**src/rtl/mem_pkg.sv**
```systemverilog
// mem_pkg: shared types and sizes for the MEM-stage access controller.
//   state_t : controller FSM states (IDLE, ACCESS, DONE)
//   WORD_W  : data/address word width
//   TMO_W   : watchdog counter width (TIMEOUT_CYCLES up to 1023)
package mem_pkg;
  localparam int WORD_W = 32;
  localparam int TMO_W  = 10;

  typedef enum logic [1:0] {
    IDLE   = 2'd0,
    ACCESS = 2'd1,
    DONE   = 2'd2
  } state_t;
endpackage

```
**src/rtl/mem_timeout_cnt.sv**
```systemverilog
// mem_timeout_cnt: saturating watchdog counter for one memory access.
// Ports:
//   clk     in   clock, rising edge
//   rst     in   asynchronous active-low reset
//   clear   in   synchronous clear (held while the controller is idle)
//   enable  in   count one cycle of an outstanding access
//   limit   in   count value at which the access is considered expired
//   expired out  count has reached limit
module mem_timeout_cnt
  import mem_pkg::*;
(
  input  logic             clk,
  input  logic             rst,
  input  logic             clear,
  input  logic             enable,
  input  logic [TMO_W-1:0] limit,
  output logic             expired
);

  logic [TMO_W-1:0] count;

  always_ff @(posedge clk or negedge rst) begin
    if (!rst) begin
      count <= '0;
    end else if (clear) begin
      count <= '0;
    end else if (enable && (count != {TMO_W{1'b1}})) begin
      count <= count + TMO_W'(1);
    end
  end

  assign expired = (count == limit);

endmodule

```
**src/rtl/mem_access_ctrl.sv**
```systemverilog
// mem_access_ctrl: MEM-stage controller turning EX/MEM load/store controls
// into a req/ack data-memory transaction, stalling the pipeline (en_reg=0)
// until the access completes or the watchdog aborts it.
// Optional feature macro: MEM_MISALIGN_TRAP_EN (adds the misalign output and
// traps unaligned accesses; when undefined, addresses are forced word-aligned).
// Ports:
//   clk, rst              clock (rising edge), asynchronous active-low reset
//   MemRead, MemWrite     load/store request from EX/MEM (write wins if both)
//   Branch, zero          branch flag and ALU zero flag from EX/MEM
//   total_alu, rd2        effective address and store data from EX/MEM
//   en_reg                pipeline advance enable, 0 = stall
//   PCSrc                 branch taken (Branch & zero), combinational
//   dmem_req/we/addr/wdata registered memory request outputs
//   dmem_ack, dmem_rdata  memory completion and read data
//   rdata_out             captured load data for MEM/WB
//   misalign              (MEM_MISALIGN_TRAP_EN only) unaligned-access pulse
//   mem_done, bus_err     access-finished pulse, timeout pulse
module mem_access_ctrl
  import mem_pkg::*;
#(
  parameter int TIMEOUT_CYCLES = 255
) (
  input  logic              clk,
  input  logic              rst,
  input  logic              MemRead,
  input  logic              MemWrite,
  input  logic              Branch,
  input  logic              zero,
  input  logic [WORD_W-1:0] total_alu,
  input  logic [WORD_W-1:0] rd2,
  output logic              en_reg,
  output logic              PCSrc,
  output logic              dmem_req,
  output logic              dmem_we,
  output logic [WORD_W-1:0] dmem_addr,
  output logic [WORD_W-1:0] dmem_wdata,
  input  logic              dmem_ack,
  input  logic [WORD_W-1:0] dmem_rdata,
  output logic [WORD_W-1:0] rdata_out,
  output logic              mem_done,
`ifdef MEM_MISALIGN_TRAP_EN
  output logic              misalign,
`endif
  output logic              bus_err
);

  // Watchdog fires on the last allowed ACCESS cycle (count runs 0..limit).
  localparam logic [TMO_W-1:0] WD_LIMIT = TMO_W'(TIMEOUT_CYCLES - 1);
  localparam logic [WORD_W-1:0] WORD_MASK = ~WORD_W'(3);

  state_t state;
  logic   op;
  logic   wd_expired;

  assign op     = MemRead | MemWrite;
  assign PCSrc  = Branch & zero;
  // DONE releases the pipeline for one cycle so the finished op leaves EX/MEM.
  assign en_reg = (state == DONE) || ((state == IDLE) && !op);

  mem_timeout_cnt u_wd (
    .clk     (clk),
    .rst     (rst),
    .clear   (state == IDLE),
    .enable  (state == ACCESS),
    .limit   (WD_LIMIT),
    .expired (wd_expired)
  );

  always_ff @(posedge clk or negedge rst) begin
    if (!rst) begin
      state      <= IDLE;
      dmem_req   <= 1'b0;
      dmem_we    <= 1'b0;
      dmem_addr  <= '0;
      dmem_wdata <= '0;
      rdata_out  <= '0;
      mem_done   <= 1'b0;
      bus_err    <= 1'b0;
`ifdef MEM_MISALIGN_TRAP_EN
      misalign   <= 1'b0;
`endif
    end else begin
      mem_done <= 1'b0;
      bus_err  <= 1'b0;
`ifdef MEM_MISALIGN_TRAP_EN
      misalign <= 1'b0;
`endif
      case (state)
        IDLE: begin
          if (op) begin
`ifdef MEM_MISALIGN_TRAP_EN
            if (total_alu[1:0] != 2'b00) begin
              state    <= DONE;
              mem_done <= 1'b1;
              misalign <= 1'b1;
            end else
`endif
            begin
              state      <= ACCESS;
              dmem_req   <= 1'b1;
              dmem_we    <= MemWrite;
              dmem_addr  <= total_alu & WORD_MASK;
              dmem_wdata <= rd2;
            end
          end
        end
        ACCESS: begin
          // An ack on the watchdog's last cycle takes priority over the abort.
          if (dmem_ack) begin
            state    <= DONE;
            dmem_req <= 1'b0;
            mem_done <= 1'b1;
            if (!dmem_we) rdata_out <= dmem_rdata;
          end else if (wd_expired) begin
            state     <= DONE;
            dmem_req  <= 1'b0;
            mem_done  <= 1'b1;
            bus_err   <= 1'b1;
            rdata_out <= '0;
          end
        end
        DONE:    state <= IDLE;
        default: state <= IDLE;
      endcase
    end
  end

endmodule

```
**config.mk**
```make
export PLATFORM = sky130hd
export DESIGN_NAME = mem_access_ctrl
export DESIGN_NICKNAME = d
export VERILOG_FILES = /design/src/rtl/mem_pkg.sv /design/src/rtl/mem_timeout_cnt.sv /design/src/rtl/mem_access_ctrl.sv
export SDC_FILE = /design/constraint.sdc
export NUM_CORES = 1
export LEC_CHECK = 0
export CAP_MARGIN = 10
export CORE_ASPECT_RATIO = 1.5
export CORE_MARGIN = 3
export CORE_UTILIZATION = 41
export CTS_CLUSTER_SIZE = 24
export DETAILED_ROUTE_END_ITERATION = 12
export PLACE_DENSITY = 0.8
export SETUP_SLACK_MARGIN = 0.3
export SYNTH_ARGS = -nofsm -noshare
export SYNTH_HDL_FRONTEND = slang
export SYNTH_SLANG_ARGS = --single-unit
```
**constraint.sdc**
```tcl
create_clock -name clk -period 2.7 [get_ports clk]
set_clock_uncertainty 0.2 [all_clocks]
set_input_delay 0.54 -clock clk [delete_from_list [all_inputs] [get_ports clk]]
set_output_delay 0.54 -clock clk [all_outputs]
set_load 0.03 [all_outputs]
```
Word level (Yosys, flattened, before mapping)
Index checks and enable logic that the tools add are counted.

storage, ports and cells
  bits in registers = 110

cells by class
  add/subtract/negate cells = 1
  equal/unequal tests = 7
  mux-type cells = 18
  bitwise logic cells = 2
  reductions and logical operators = 12

operators with widths
  operator                 count
  $mux W32                 3
  $mux W10                 2
  $add A10 B1 Y10 const B  1
  $eq A10 B8 Y1 const B    1
  $ne A10 B10 Y1 const B   1
  $mux W1                  8
  $mux W2                  3
  $reduce_and A3 Y1        2
  $reduce_bool A2 Y1       3
  $ne A2 B2 Y1 const B     2
  $pmux W2 S2              1
  $reduce_and A2 Y1        2
  $ne A3 B3 Y1 const B     1
  $eq A2 B1 Y1 const B     1
  $eq A2 B2 Y1 const B     1
  $logic_and A1 B1 Y1      2
  $logic_not A2 Y1         1
  $pmux W1 S2              1
  $and A1 B1 Y1            1
  $logic_not A1 Y1         1
  $logic_or A1 B1 Y1       1
  $or A1 B1 Y1             1

Longest topological paths before layout
  word-level depth = 4
  gate-level depth with buffers = 7

Hierarchy
Synthesis repeated with hierarchy kept, for this count alone.

unflattened totals
  cells, all modules = 368
  area, all modules = 4710.8 um^2

modules (own cells, without submodules)
  module           times used  cells an instance  area each (um^2)  sequential area each (um^2)
  mem_access_ctrl  1           296                4026.4            2502.4
  mem_timeout_cnt  1           72                 684.4             250.2

Worst setup path after synthesis
Ideal clock, no wire load.

  kind = register to register
  start = reg u_wd.count[0]
  end = reg rdata_out[10]
  library setup time = 0.121 ns
  arrival time = 1.579 ns
  required time = 2.379 ns
  setup slack = 0.800 ns
  stages on the path, launching flop included = 8
  buffers on the path = 1
  path through = dfrtp_1 inv_1 ha_1 or3b_1 nor4_2 o21ai_2 buf_6 a22o_1

between the ends
  word-level cells in the longest chain between the ends = 3

RTL lines
  item                          line                    RTL
  from (decl)                   mem_timeout_cnt.sv:20   logic [TMO_W-1:0] count;
  from (signal assigned)        mem_timeout_cnt.sv:28   count <= count + TMO_W'(1);
  $eq A10 B8 Y1                 mem_timeout_cnt.sv:32   assign expired = (count == limit);
  $reduce_bool A2 Y1 (no line)  -
  $reduce_and A3 Y1 (no line)   -
  to (signal assigned)          mem_access_ctrl.sv:113  if (!dmem_we) rdata_out <= dmem_rdata;
  to (decl)                     mem_access_ctrl.sv:39   output logic [WORD_W-1:0] rdata_out,

No other way between the ends.
A chain may end at the register's enable or synchronous reset.

Final worst setup path
  start = in MemWrite
  end = out en_reg

between the ends
  word-level cells in the longest chain between the ends = 4

RTL lines
  item                 line                   RTL
  from (decl)          mem_access_ctrl.sv:26  input logic MemWrite,
  $or A1 B1 Y1         mem_access_ctrl.sv:55  assign op = MemRead | MemWrite;
  $logic_not A1 Y1     mem_access_ctrl.sv:58  assign en_reg = (state == DONE) || ((state == IDLE) && !op);
  $logic_and A1 B1 Y1  mem_access_ctrl.sv:58
  $logic_or A1 B1 Y1   mem_access_ctrl.sv:58
  to (decl)            mem_access_ctrl.sv:31  output logic en_reg,

No other way between the ends.

==> out/results.ini <==
[finish]
stdcell_count=776
area_delta_synth_final_pct=56.3
mostFrequentLayoutCells=nand2_1 (201), clkdlybuf4s50_1 (197), dfrtp_1 (110)
nets=735
postLayoutCellArea_sq_um=6800
n_antenna_cell=0
mostFrequentLayoutCell=nand2_1
drive_above_1_share=0.0457
fillCellCount=838

[synthesis]
syn_inst=435
synth_edf_count=0
synth_compound_area_frac=0.105
synth.distinct_cells=38
avgSynthCellArea_sq_um=10.0
synth_area_sq_um=4350
synth_top_family_by_area=simple AND/OR/NAND/NOR gates
synth-adder-area-share=0.00575
synthFlopType=dfrtp_1
ys_async_sr_fraction=1.00
ys_ff_latch=110
seq_area_frac_synth=0.633
synth_warnings=0
synthSimpleGateAreaFrac=0.221
synth-xor-area-share=0.00201
synth.mux.area_fraction=0

[critical_path]
path_class=primary input to output port
path_cells=clkdlybuf4s50_1 -> nor2_4 -> nor2_1 -> nor2_1 -> buf_4
max_stage_delay_ps=510
crit_fanout=3
cp-start-kind=primary input
endpoint_kind=output port
arrival_ps=1560
regToRegSetupSlack_ps=520
r2r-start=u_wd.count[0]
slowest_stage=clkdlybuf4s50_1
crit_path_frequent_cell=nor2_1
cp.required_ps=1960
r2r-end=rdata_out[6]
r2r_cells=6

[placed_design]
placed_cell_area_sq_um=6490
port_buffers=200
dp_cells=759
gp_congestion=0.822
dp_hpwl_um=8780

[die]
coreArea_sq_um=10200
die_w_um=90.1
die_area_sq_um=11900
num_io_pins=205
start_util=0.425
fp-row-count=45
dieHeight_um=132

[routing]
drtAntennaViolNets=0
dr.pass1.iters=4
routed-via-count=3802
drt_drc_violations_left=0
routed_wl_um=11900
wl_per_cell_um=15.3
via_per_inst=4.90
drt_iter0_drc=136

[min_path]
worstHoldPathCells=2
hold_path.class=flop to flop
min_to=dmem_addr[23]
min_from=dmem_addr[23]

[timing]
worstMarginPinSlew_ps=804
period_needed_ps=2300
rsz0062_at_grt=false
post-route-period-util=0.851
fmax_mhz=435
report.final.slew_viol_count=0
slew-limit-headroom=0.462
hold_viol_final=0
finalSetupViolCount=0

[global_routing]
grt_use_total=0.204
antenna_found_initial=0
grt_max_degree=54
grt_pass1_vias=3705
grt_pass1_wl_um=19600
grt_overflow_total=0

[pwr]
power.leakage_nw=3.20
vdd_drop_max_v=0.000739
p_per_area_nw_per_um2=1240

[clock_tree]
cts.sinks=110
clk_pin_slew_worst_paths_ps=70
clkLatencyLatePin_ps=340
cts_max_level=3
cts_tree=done
post_cts_buffers=0
numCtsBuffers=9
cts-root-buf=clkbuf_16
cts_buffer_depth=2

[run_status]
outcome=complete, no violations

[job]
max-cap-violations=0

cell type report:
class                      count  area, sq um  share of cell area
multi-input combinational    298         1490               0.218
clock buffer                   9          225              0.0331
clock inverter                 7         55.1             0.00810
sequential                   110         2750               0.405
inverter                       4         15.0             0.00221
tap                          141          176              0.0260
timing repair buffer         207         2090               0.307
where the power goes:
part	leakage [nW]	internal (mW)	switching, mW	total (mW)
combinational	1.69	1.82	2.59	4.40
sequential	1.38	2.37	0.420	2.79
clock	0.138	0.638	0.609	1.25
total	3.20	4.82	3.62	8.44
registers in the layout (all words and copies together) (netlist names):
register,flops
dmem_addr,30
dmem_wdata,32
u_wd.count,10
mem_done,1
dmem_we,1
dmem_req,1
bus_err,1
rdata_out,32
state,2
synth_stat cells, drive strengths merged (2+ instances only):
master	number	area (sq um)
a21oi	2	10.0
a22o	33	289
a31oi	2	12.5
and2	3	18.8
buf	13	88.8
clkbuf	11	41.3
dfrtp	110	2750
ha	2	25.0
inv	4	15.0
nand2	201	754
nand2b	2	12.5
nand3	5	25.0
nand4	2	12.5
nor2	9	33.8
nor3	3	20.0
nor4	4	31.3
o21a	2	15.0
o21ai	9	52.6
o22a	2	17.5
o31a	2	17.5
o31ai	2	15.0
what timing repair did:
action                                 4_1_cts  5_1_grt
endpoints found under the hold margin       26        0
hold buffers                                 1        0
setup endpoints to repair                   33        1
gates resized for setup                      2        2
logic make-up (layout without fill, tap and decap cells):
kind of cell               after synthesis  in the layout
AOI/OAI and AO/OA                       57             57
xor gates and xnor gates                 1              1
adders and majority gates                2              2
buffers and inverters                   28            227
DFF                                    110            110
other                                    1              2
and+or+nand+nor                        236            236
routing by layer:
| metal | global-route usage | share of wire | up-vias |
|---|---|---|---|
| met4 | 0.0673 | 0.018 | 0 |
| met3 | 0.0571 | 0.061 | 17 |
| li1 | - | - | 1819 |
| met1 | 0.245 | 0.40 | 1823 |
| met2 | 0.353 | 0.52 | 143 |
| met5 | 0 | 0 | - |
worst max-delay path, delay by kind of cell:
kind | cells | cell delay (ps)
buf+inv | 2 | 680
simple gates | 3 | 330
how the worst max path moves through the flow:
stage / from / endpoint / slack (ps)
3_5_place_dp: dmem_ack / rdata_out[6] / -80
2_1_floorplan: u_wd.count[0] / rdata_out[10] / 800
4_1_cts: MemWrite / en_reg / 340
5_1_grt: MemWrite / en_reg / 310
3_3_place_gp: dmem_ack / rdata_out[1] / -10
6_report: MemWrite / en_reg / 400
metrics by stage:
step                      utilization  total power [mW]  hold WS (ps)  TNS, ps  setup slack [ps]
after global placement          0.634              7.14           257     -246             -10.1
after CTS                       0.663              8.54           278        0               342
final                           0.663              8.44           273        0               403
after floorplan                     -              5.27          44.4        0               800
after global routing            0.663              8.93           297        0               311
after detailed placement        0.634              7.25           261    -1920             -78.1
No activity file was read; power rests on OpenSTA's default activity.
